$ cat src/rtl/cpu_pkg.sv
// rtl/cpu_pkg.sv - shared cpu types and constants for the fetch stage
// Contents: fetch FSM state encoding, instruction/pc widths, pc step,
//           prefetch buffer entry layout, word alignment helper.
package cpu_pkg;

  localparam int          INSTR_WIDTH = 32;
  localparam int          PC_WIDTH    = 32;
  localparam logic [31:0] PC_STEP     = 32'd4;

  typedef enum logic [1:0] {
    ST_IDLE = 2'b00,
    ST_REQ  = 2'b01,
    ST_WAIT = 2'b10
  } fetch_state_t;

  // One prefetch buffer entry: 64 bits, {pc, instr}
  typedef struct packed {
    logic [PC_WIDTH-1:0]    pc;
    logic [INSTR_WIDTH-1:0] instr;
  } fetch_entry_t;

  // Clear the byte offset so every fetch address is word aligned
  function automatic logic [PC_WIDTH-1:0] word_align(input logic [PC_WIDTH-1:0] addr);
    return addr & ~32'd3;
  endfunction

endpackage

$ cat src/rtl/fetch_fifo.sv
// rtl/fetch_fifo.sv - synchronous prefetch buffer of {pc, instr} entries
// Ports: clk, rst_n (async active-low), i_push/i_push_data write side,
//        i_pop/o_pop_data read side (head visible combinationally),
//        i_flush empties the buffer, o_count/o_full/o_empty occupancy.
module fetch_fifo
  import cpu_pkg::*;
#(
  parameter int  DEPTH = 2,
  localparam int CW    = $clog2(DEPTH + 1)
) (
  input  logic          clk,
  input  logic          rst_n,
  input  logic          i_push,
  input  fetch_entry_t  i_push_data,
  input  logic          i_pop,
  input  logic          i_flush,
  output fetch_entry_t  o_pop_data,
  output logic [CW-1:0] o_count,
  output logic          o_full,
  output logic          o_empty
);

  localparam int PW = (DEPTH > 1) ? $clog2(DEPTH) : 1;

  fetch_entry_t  r_mem [DEPTH];
  logic [PW-1:0] r_wr_ptr;
  logic [PW-1:0] r_rd_ptr;
  logic [CW-1:0] r_count;
  logic          w_do_push;
  logic          w_do_pop;

  assign o_full     = (r_count == CW'(DEPTH));
  assign o_empty    = (r_count == '0);
  assign o_count    = r_count;
  assign o_pop_data = r_mem[r_rd_ptr];

  // A push into a full buffer is only accepted when the head leaves the same cycle
  assign w_do_push = i_push && (!o_full || i_pop);
  assign w_do_pop  = i_pop && !o_empty;

  always_ff @(posedge clk or negedge rst_n) begin
    if (!rst_n) begin
      r_wr_ptr <= '0;
      r_rd_ptr <= '0;
      r_count  <= '0;
    end else if (i_flush) begin
      r_wr_ptr <= '0;
      r_rd_ptr <= '0;
      r_count  <= '0;
    end else begin
      if (w_do_push) r_wr_ptr <= r_wr_ptr + PW'(1);
      if (w_do_pop)  r_rd_ptr <= r_rd_ptr + PW'(1);
      r_count <= r_count + CW'(w_do_push) - CW'(w_do_pop);
    end
  end

  // Storage needs no reset: occupancy alone decides what is valid
  always_ff @(posedge clk) begin
    if (w_do_push && !i_flush) r_mem[r_wr_ptr] <= i_push_data;
  end

endmodule

$ cat src/rtl/instruction_fetch.sv
// rtl/instruction_fetch.sv - prefetching instruction fetch stage with redirect
// Ports: clk, rst_n (async active-low); run, stall, branch_valid/branch_target
//        control; mem_read/mem_addr/mem_ready/mem_rdata instruction memory;
//        instruction/pc_out/enable one-cycle strobe towards decode.
module instruction_fetch
  import cpu_pkg::*;
#(
  parameter logic [31:0] RESET_PC   = 32'h0000_0000,
  parameter int          FIFO_DEPTH = 2
) (
  input  logic        clk,
  input  logic        rst_n,
  input  logic        run,
  input  logic        stall,
  input  logic        branch_valid,
  input  logic [31:0] branch_target,
  output logic        mem_read,
  output logic [31:0] mem_addr,
  input  logic        mem_ready,
  input  logic [31:0] mem_rdata,
  output logic [31:0] instruction,
  output logic [31:0] pc_out,
  output logic        enable
);

  localparam int CW = $clog2(FIFO_DEPTH + 1);

  fetch_state_t  r_state;
  fetch_state_t  w_next_state;
  logic [31:0]   r_fetch_pc;
  logic [31:0]   r_redirect_pc;
  logic          r_discard;
  logic          r_enable;
  logic [31:0]   r_instruction;
  logic [31:0]   r_pc_out;

  logic          w_busy;
  logic          w_mem_done;
  logic          w_push;
  logic          w_pop;
  logic [CW-1:0] w_count;
  logic [CW-1:0] w_count_after;
  logic          w_slot_after;
  logic          w_full;
  logic          w_empty;
  logic [31:0]   w_target;
  fetch_entry_t  w_push_data;
  fetch_entry_t  w_head;

  assign w_target   = word_align(branch_target);
  assign w_busy     = (r_state != ST_IDLE);
  assign w_mem_done = w_busy && mem_ready;
  // A word returning for a request overtaken by a branch is dropped
  assign w_push     = w_mem_done && !r_discard && !branch_valid;
  assign w_pop      = !w_empty && !stall && !branch_valid;

  // Occupancy after this edge; decides whether the next request may be issued
  assign w_count_after = branch_valid ? '0 : (w_count + CW'(w_push) - CW'(w_pop));
  assign w_slot_after  = (w_count_after < CW'(FIFO_DEPTH));

  assign w_push_data.pc    = r_fetch_pc;
  assign w_push_data.instr = mem_rdata;

  fetch_fifo #(
    .DEPTH (FIFO_DEPTH)
  ) u_fifo (
    .clk         (clk),
    .rst_n       (rst_n),
    .i_push      (w_push),
    .i_push_data (w_push_data),
    .i_pop       (w_pop),
    .i_flush     (branch_valid),
    .o_pop_data  (w_head),
    .o_count     (w_count),
    .o_full      (w_full),
    .o_empty     (w_empty)
  );

  // FSM: state register
  always_ff @(posedge clk or negedge rst_n) begin
    if (!rst_n) r_state <= ST_IDLE;
    else        r_state <= w_next_state;
  end

  // FSM: next state
  always_comb begin
    w_next_state = r_state;
    case (r_state)
      ST_IDLE: begin
        // Nothing outstanding here, so a free slot means the buffer is not full
        if (run && (branch_valid || !w_full)) w_next_state = ST_REQ;
      end
      ST_REQ, ST_WAIT: begin
        if (mem_ready) w_next_state = (run && w_slot_after) ? ST_REQ : ST_IDLE;
        else           w_next_state = ST_WAIT;
      end
      default: w_next_state = ST_IDLE;
    endcase
  end

  // FSM: outputs
  always_comb begin
    mem_read = (r_state == ST_REQ) || (r_state == ST_WAIT);
    mem_addr = r_fetch_pc;
  end

  // Fetch address and redirect bookkeeping. While a request is on the bus its
  // address must stay put, so a branch is parked in r_redirect_pc until the
  // stale word comes back.
  always_ff @(posedge clk or negedge rst_n) begin
    if (!rst_n) begin
      r_fetch_pc    <= RESET_PC;
      r_redirect_pc <= RESET_PC;
      r_discard     <= 1'b0;
    end else if (w_mem_done) begin
      r_discard <= 1'b0;
      if (branch_valid)   r_fetch_pc <= w_target;
      else if (r_discard) r_fetch_pc <= r_redirect_pc;
      else                r_fetch_pc <= r_fetch_pc + PC_STEP;
    end else if (branch_valid) begin
      if (w_busy) begin
        r_redirect_pc <= w_target;
        r_discard     <= 1'b1;
      end else begin
        r_fetch_pc <= w_target;
      end
    end
  end

  // Decode strobe: instruction/pc_out hold their last value between pops
  always_ff @(posedge clk or negedge rst_n) begin
    if (!rst_n) begin
      r_enable      <= 1'b0;
      r_instruction <= '0;
      r_pc_out      <= '0;
    end else begin
      r_enable <= w_pop;
      if (w_pop) begin
        r_instruction <= w_head.instr;
        r_pc_out      <= w_head.pc;
      end
    end
  end

  assign enable      = r_enable;
  assign instruction = r_instruction;
  assign pc_out      = r_pc_out;

endmodule

$ cat config.mk
export PLATFORM = sky130hd
export DESIGN_NAME = instruction_fetch
export DESIGN_NICKNAME = d
export VERILOG_FILES = /design/src/rtl/cpu_pkg.sv /design/src/rtl/fetch_fifo.sv /design/src/rtl/instruction_fetch.sv
export SDC_FILE = /design/constraint.sdc
export NUM_CORES = 1
export LEC_CHECK = 0
export CAP_MARGIN = 10
export CORE_UTILIZATION = 45
export CTS_BUF_LIST = sky130_fd_sc_hd__clkbuf_8
export DETAILED_ROUTE_END_ITERATION = 8
export PLACE_DENSITY_LB_ADDON = 0.1
export SYNTH_ARGS = -nofsm -noshare
export SYNTH_HDL_FRONTEND = slang
export SYNTH_HIERARCHICAL = 1
export SYNTH_SLANG_ARGS = --single-unit
$ cat constraint.sdc
create_clock -name clk -period 7.4 [get_ports clk]
set_clock_uncertainty 0.05 [all_clocks]
set_input_delay 0.74 -clock clk [delete_from_list [all_inputs] [get_ports clk]]
set_output_delay 0.74 -clock clk [all_outputs]
set_load 0.03 [all_outputs]
[Word-level counts from Yosys, hierarchy flattened]
Memories as Yosys holds them, arrays and structs flattened. A register that Yosys moved wholly into a read port is not among the register bits.
Cells that the tools add are included.
W data, S select, Z words.
Storage, ports and cells
  bits in registers: 70
  RAM bits: 128
  input port bits: 70
  output and inout port bits: 98
  word-level logic and storage cells: 73
  memories kept: 1
Cells by class
  $add $sub $neg: 7
  order comparisons: 1
  equality and inequality tests: 5
  multiplexer cells: 20
  bitwise gates (word level): 1
  reduce and logical (&&, ||, !) cells: 30
Memory list
  u_fifo.r_mem: depth 2, width 64, read ports 1, clocked after Yosys merged registers in 1, wr ports 1, line fetch_fifo.sv:25  | fetch_entry_t r_mem [DEPTH];
Operator list (count)
  $mux W32: 5
  $add A32 B3 Y32 const B: 1
  $logic_and A1 B1 Y1: 10
  $mux W1: 10
  $reduce_bool A2 Y1: 5
  $mux W2: 4
  $logic_not A1 Y1: 6
  $add A2 B1 Y2: 2
  $eq A2 B2 Y1 const B: 2
  $logic_not A2 Y1: 2
  $pmux W2 S2: 1
  $reduce_and A2 Y1: 2
  $sub A2 B1 Y2: 2
  $logic_or A1 B1 Y1: 3
  $reduce_and A3 Y1: 1
  $add A1 B1 Y1 const B: 2
  $eq A2 B1 Y1 const B: 1
  $lt A2 B2 Y1 const B: 1
  $ne A2 B1 Y1 const B: 1
  $ne A2 B2 Y1 const B: 1
  $reduce_or A2 Y1: 1
  $not A1 Y1: 1

[Logic depth before layout (Yosys ltp)]
Gate-level depths: netlist of run 1.
  word-level depth: 12
  depth in mapped cells: 11
  gate-level depth less buffers: 11

[Modules after synthesis]
The synthesis of run 1 kept the hierarchy.
By module, submodules not included
  instruction_fetch: instances 1, cells each 527, area each 6108.4 um2, sequential area each 3203.1 um2
  fetch_fifo: instances 1, cells each 222, area each 5071.1 um2, sequential area each 3943.8 um2

[Worst setup path after synthesis of run 1]
OpenSTA, ideal clock, no wires.
  kind: input port to flip-flop
  start: input port branch_valid
  end: memory u_fifo/r_mem[1][0] in the netlist's numbering (enable)
  data arrival time: 6545 ps
  data required time: 6772 ps
  setup slack: 228 ps
  stages on the path: 6
  cell sequence: clkbuf_1 -> nor3_1 -> clkbuf_1 -> buf_2 -> o21ai_4 -> nor3b_1
On the way
  longest elaborated chain between the ends: 7
RTL lines
  from (decl): line instruction_fetch.sv:15  | input logic branch_valid,
  $logic_not A1 Y1: line instruction_fetch.sv:55  | assign w_pop = !w_empty && !stall && !branch_valid;
  $logic_and A1 B1 Y1: line instruction_fetch.sv:55
  via w_pop: line instruction_fetch.sv:40  | logic w_pop;
  $logic_or A1 B1 Y1: line fetch_fifo.sv:38  | assign w_do_push = i_push && (!o_full || i_pop);
  $logic_and A1 B1 Y1: line fetch_fifo.sv:38
  $logic_and A1 B1 Y1: line fetch_fifo.sv:59  | if (w_do_push && !i_flush) r_mem[r_wr_ptr] <= i_push_data;
  $mux W1: line fetch_fifo.sv:59
  $mux W1 (implied by the code): line fetch_fifo.sv:59
  to (decl): line fetch_fifo.sv:25
The timed path passes the listed nets, and every way through them passes these cells.

[Worst setup path after layout of run 1]
  start: input port mem_ready
  end: memory u_fifo/r_mem[0][18] in the netlist's numbering (enable)
On the way
  longest elaborated chain between the ends: 7
RTL lines
  from (decl): line instruction_fetch.sv:19  | input logic mem_ready,
  $logic_and A1 B1 Y1: line instruction_fetch.sv:52  | assign w_mem_done = w_busy && mem_ready;
  $logic_and A1 B1 Y1 (2 in a row): line instruction_fetch.sv:54  | assign w_push = w_mem_done && !r_discard && !branch_valid;
  via w_push: line instruction_fetch.sv:39  | logic w_push;
  $logic_and A1 B1 Y1: line fetch_fifo.sv:38
  $logic_and A1 B1 Y1: line fetch_fifo.sv:59
  $mux W1: line fetch_fifo.sv:59
  $mux W1 (implied by the code): line fetch_fifo.sv:59
The timed path passes the listed nets, and every way through them passes these cells.

==> results of run 1 <==
-- layout by cell type (no fill, tap or decap), drive strengths merged, types with 3 or more instances in the layout --
| master | instances |
|---|---|
| xor2 | 3 |
| o211ai | 3 |
| edfxtp | 128 |
| and4 | 3 |
| nor3 | 16 |
| nand4 | 6 |
| mux2 | 162 |
| nor2b | 4 |
| o22ai | 4 |
| clkdlybuf4s50 | 162 |
| and2 | 5 |
| ha | 6 |
| a221oi | 13 |
| clkinv | 7 |
| inv | 39 |
| buf | 13 |
| o21ai | 41 |
| clkbuf | 49 |
| nand3 | 10 |
| nand2 | 33 |
| conb | 6 |
| and3 | 17 |
| a21oi | 22 |
| mux2i | 9 |
| dfrtp | 132 |
| nor4 | 5 |
| xnor2 | 21 |
| nor2 | 22 |
-- kinds of logic after synthesis --
family	count (synthesis)	share of synthesized area (%)
flops	260	63.9
simple gates	127	6.25
mux	171	18.8
xor+xnor	24	1.88
fa+ha+maj	6	0.671
compound gates	100	5.75
buf+inv	60	2.65
other cells	1	0.0335
-- worst max path at each step --
stage	startpoint	end	slack, ns	depth (start not counted)
2_1_floorplan	branch_valid	u_fifo/r_mem[1][0]	0.23	6
3_3_place_gp	mem_ready	u_fifo/r_mem[0][6]	2.19	7
3_5_place_dp	mem_ready	u_fifo/r_mem[0][6]	2.14	7
4_1_cts	mem_ready	u_fifo/r_mem[0][22]	2.67	7
5_1_grt	mem_ready	u_fifo/r_mem[0][21]	2.33	7
6_report	mem_ready	u_fifo/r_mem[0][18]	2.67	7
-- metal layers --
layer | vias to the layer above | track usage (%) | part of all wire (%)
met5 | - | 0 | 0
met4 | 0 | 6.42 | 2.0
met3 | 43 | 3.74 | 5.4
met2 | 225 | 32.1 | 49
met1 | 3403 | 25.7 | 44
li1 | 3151 | - | -
-- final cells by class --
cell class	count	area [sq um]
clock inverters	30	146
clock buffers	49	674
flip-flops and latches	260	7150
fillers	1958	10400
multi-input cells	434	3770
inverters	17	63.8
repair buffers	175	1720
well taps	324	405
-- power by group through the flow --
stage / clock (mW) / combinational (mW) / sequential [mW]
2_1_floorplan: 0 / 0.719 / 2.70
3_3_place_gp: 0 / 1.89 / 2.33
3_5_place_dp: 0 / 1.92 / 2.35
4_1_cts: 1.22 / 1.93 / 2.32
5_1_grt: 1.29 / 2.03 / 2.39
6_report: 1.18 / 1.92 / 2.33
-- metrics by stage --
stage | area, sq um | power [mW] | instances | hold WS, ns | util [%]
after floorplan | 11200 | 3.42 | 754 | 0.394 | -
after CTS | 13900 | 5.47 | 1289 | 0.151 | 57.3
after global routing | 13900 | 5.71 | 1289 | 0.176 | 57.3
after detailed placement | 13100 | 4.27 | 1210 | 0.440 | 53.9
final | 13900 | 5.42 | 1289 | 0.157 | 57.3
after global placement | 13100 | 4.22 | 1210 | 0.435 | 53.9
-- registers in the layout (all words and copies together), names as in the netlist --
signal           cells
u_fifo/r_mem       128
instruction         32
pc_out              32
mem_addr            30
r_redirect_pc       30
r_state              2
u_fifo/o_count       2
enable               1
r_discard            1
u_fifo/r_rd_ptr      1
u_fifo/r_wr_ptr      1
==> flow_summary.yaml, run 1 <==
timing:
  finalCritPeriodShare_pct: 63.9
  hold_viol: 0
  final-max-slew-violation-count: 0
  worst_slack_ns: 2.67
  tightestPinTransition_ns: 0.945
  setup_viol: 0
  rsz0062_at_grt: "no"
  fmax_ghz: 0.211
  min_period_ns: 4.73
  setup_tns_ns: 0
  slew_headroom_pct: 36.8
worst_setup_path:
  cp_data_required_time_ns: 7.50
  crit_arrival_ns: 4.83
  path_max_fanout: 47
  r2r_slack_ns: 3.05
  max_stage_delay_ns: 0.92
  rr_startpoint: "r_state[0]"
  worstSetupEndpointType: "flip-flop"
  worstRegToRegCells: 9
  crit_chain: "clkdlybuf4s50_1 > nor3b_2 > nand2_1 > inv_1 > o21ai_4 > nor3_2 > buf_4"
  r2r_end: "u_fifo/r_mem[0][18]"
  crit_family: "simple AND/OR/NAND/NOR gates"
  crit_buf_inv: 3
  path_class: "in2reg"
  cp_slowest_cell: "clkdlybuf4s50_1"
  critPathLaunchType: "input port"
cts:
  cts-buffers-inserted: 45
  post_cts_resized: 0
  cts_tree: "built"
  clock_latency_ns: 0.54
  path_clk_slew_ns: 0.06
  clockBufferDepth: 3
  post-cts-setup-buffers: 0
  hold_buffers: 0
  h-tree-depth: 2
  clkSinkCount: 260
  clock-root-buffer: "clkbuf_8"
run_status:
  status: "finished clean"
synth:
  synth_warnings: 6
  yosys.cell_count.top_type: "dfrtp_1"
  async_flop_share_pct: 50.8
  syn_inst: 749
  synthTopCellsByArea: "edfxtp_1 34%, dfrtp_1 30%, mux2_2 11%"
  synth_cell_type_count: 55
  ys_seq_elements: 260
  syn_area_sq_mm: 0.0112
  synth_edf_count: 128
  yosys-top-cells-count: "132 x dfrtp_1, 128 x edfxtp_1, 111 x mux2_2, 51 x mux2_4, 33 x nand2_1"
  yosysSeqAreaShare_pct: 63.9
  synth.avg_cell_area_sq_um: 14.9
  synth_top_area_share_pct: 34.4
  yosysTopAreaCell: "edfxtp_1"
  synth_top_flop_cell: "dfrtp_1"
place:
  place.gp.congestion: 0.795
  place_ws_ns: 2.14
  hpwl_mm: 15.7
  port_buffers: 163
power_and_ir_drop:
  peakVddDrop_v: 0.000231
  switchingPower_mw: 1.97
  p_clk_share_pct: 21.7
  pwr-share-comb_pct: 35.3
  power.share.sequential_pct: 42.9
  power.density_mw_per_mm2: 389
  cellLeakagePower_nw: 5.43
  p_int_mw: 3.45
  sw_frac_of_total_pct: 36.4
floorplanning:
  coreArea_sq_mm: 0.0243
  fp.dieW_um: 160
  boundaryPins: 168
  chipHeight_um: 160
  start_util_pct: 46.0
  rows: 57
  dieArea_sq_mm: 0.0255
job:
  maxCapViolCount: 0
global_route:
  antenna_found_initial: 0
  grt_pass1_vias: 7270
  grt_max_degree: 72
  grtUsageTotal_pct: 19.4
  grt_pass1_wl_mm: 38.9
  grt.overflow.total: 0
drt:
  drt_pass1_iterations: 5
  wl_mm: 24.2
  vias: 6822
  first_iter_violations: 424
  route.detailed.wl_per_inst_um: 18.7
  drc: 0
  ant_nets: 0
  vias_per_cell: 5.29
cells_and_area:
  final_nets: 1009
  diodes: 0
  syn_to_final_growth_pct: 24.6
  drive_gt1_share_pct: 25.4
min_path:
  min_path_type: "in2async"
Note: power is estimated with default switching activity, not from simulation.
==> inputs of run 2 (changes only) <==
Clock period 7.4 ns to 4.3 ns, I/O delays scaled along.
==> run 2 against run 1 <==
Net effect: the run now ends with negative hold slack left; clock-buffer cell count up 4; hold slack worse by 0.22 ns; cell area up 0.71%; global-route usage up 0.29 points; core utilization up 0.41 points; sequential cell count unchanged; highest routed layer unchanged.
==> flow_summary.yaml, run 2 (same netlist as run 1, synthesis figures left out) <==
run_status:
  status: "finished with violations"
  violations: "negative hold slack"
cts:
  clkSinkCount: 260
  cts-buffers-inserted: 45
  post-cts-setup-buffers: 0
  cts_tree: "built"
  post_cts_resized: 0
  h-tree-depth: 2
  clock-root-buffer: "clkbuf_8"
  hold_buffers: 0
  clock_latency_ns: 0.54
  clockBufferDepth: 3
  path_clk_slew_ns: 0.06
timing:
  setup_viol: 0
  final-max-slew-violation-count: 0
  rsz0062_at_grt: "no"
  min_period_ns: 2.98
  slew_headroom_pct: 26.9
  hold_viol: 13
  fmax_ghz: 0.336
  tightestPinTransition_ns: 1.10
  finalCritPeriodShare_pct: 69.2
  setup_tns_ns: 0
  fin_hold_ws_ns: -0.0616
floorplanning:
  coreArea_sq_mm: 0.0243
  rows: 57
  start_util_pct: 46.0
  dieArea_sq_mm: 0.0255
  fp.dieW_um: 160
  boundaryPins: 168
  chipHeight_um: 160
place:
  port_buffers: 163
  placed_area_sq_mm: 0.0132
  place.gp.congestion: 0.792
  hpwl_mm: 15.6
drt:
  wl_mm: 24.4
  vias_per_cell: 5.25
  route.detailed.wl_per_inst_um: 18.8
  vias: 6819
  ant_nets: 0
  drc: 0
  drt_pass1_iterations: 7
  first_iter_violations: 472
power_and_ir_drop:
  power.density_mw_per_mm2: 668
  cellLeakagePower_nw: 5.47
  peakVddDrop_v: 0.000366
global_route:
  grt_pass1_wl_mm: 39.3
  use_met2_pct: 32.3
  grtUsageMet1_pct: 26.5
  grt.overflow.total: 0
  globalRoute.busiestLayer: "met2"
  grtUsageTotal_pct: 19.7
  grt_util_met3_pct: 4.23
  antenna_found_initial: 0
  grt_max_degree: 107
  grt_pass1_vias: 7214
cells_and_area:
  drive_gt1_share_pct: 26.2
  final_nets: 1014
  diodes: 0
  layout_commonest_cell: "clkdlybuf4s50_1"
  final_cell_mix: "161 x clkdlybuf4s50_1, 131 x dfrtp_1, 128 x edfxtp_1"
  largest_reg_flops: 128
  fin_util_pct: 57.7
  top_register: "u_fifo/r_mem"
  syn_to_final_growth_pct: 25.5
  fin_area_sq_mm: 0.0140
worst_setup_path:
  r2r_slack_ns: 1.32
  crit_top_cell: "buf_4"
  cp_data_required_time_ns: 4.45
  r2r_end: "u_fifo/r_mem[1][25]"
  crit_chain: "inv_1 > ha_1 > buf_4 > nor3b_2 > nand2_1 > buf_4 > inv_1 > o21ai_4 > nor3b_4 > buf_4"
  crit_arrival_ns: 3.12
  critPathLaunchType: "flip-flop"
  cp_slowest_cell: "nor3b_4"
  crit_end: "u_fifo/r_mem[1][25]"
  worstRegToRegCells: 10
  rr_startpoint: "r_state[0]"
  max_stage_delay_ns: 0.54
  path_max_fanout: 24
  path_class: "reg2reg"
  startpoint: "r_state[0]"
  worstSetupEndpointType: "flip-flop"
min_path:
  min_path_type: "in2async"
job:
  maxCapViolCount: 0
-- run 2: final cells by class --
cell class	instances	area, sq um
well taps	324	405
multi-input cells	434	3780
clock buffers	53	729
clock inverters	30	120
flip-flops and latches	260	7150
inverters	17	63.8
repair buffers	180	1780
fillers	1926	10300
-- run 2: layer usage --
| layer | part of all wire (%) | vias up |
|---|---|---|
| li1 | - | 3174 |
| met1 | 44 | 3393 |
| met2 | 49 | 221 |
| met3 | 5.9 | 31 |
| met4 | 1.5 | 0 |
| met5 | 0 | - |
-- run 2: power breakdown --
part | total, mW | internal [mW] | switching, mW | leakage (nW)
Combinational | 3.35 | 1.52 | 1.83 | 2.17
Clock | 2.06 | 1.12 | 0.944 | 0.505
Sequential | 3.97 | 3.34 | 0.629 | 2.79
-- run 2: worst min-delay path by stage --
stage,startpoint,slack [ns],endpoint
floorplan,rst_n,0.08,enable
global placement,r_redirect_pc[14],0.43,r_redirect_pc[14]
detailed placement,r_redirect_pc[18],0.44,r_redirect_pc[18]
CTS,rst_n,0.03,instruction[26]
global route,rst_n,0.06,instruction[26]
finish,rst_n,-0.06,instruction[26]
-- run 2: critical path: cells and delay by family, from the launching register on --
kind                     cells  cell delay (ns)
AO/OA/AOI/OAI                1             0.12
adder cells (fa/ha/maj)      1             0.20
flip-flops                   1             0.36
AND/OR/NAND/NOR              3             0.84
buffers and inverters        5             1.05
-- run 2: per-stage QoR --
step | cells | power (mW) | setup slack, ns
6_report | 1298 | 9.37 | 1.32
5_1_grt | 1298 | 9.88 | 1.08
3_3_place_gp | 1215 | 7.27 | 1.09
4_1_cts | 1298 | 9.48 | 1.32
3_5_place_dp | 1215 | 7.38 | 1.05
2_1_floorplan | 754 | 5.88 | 0.575
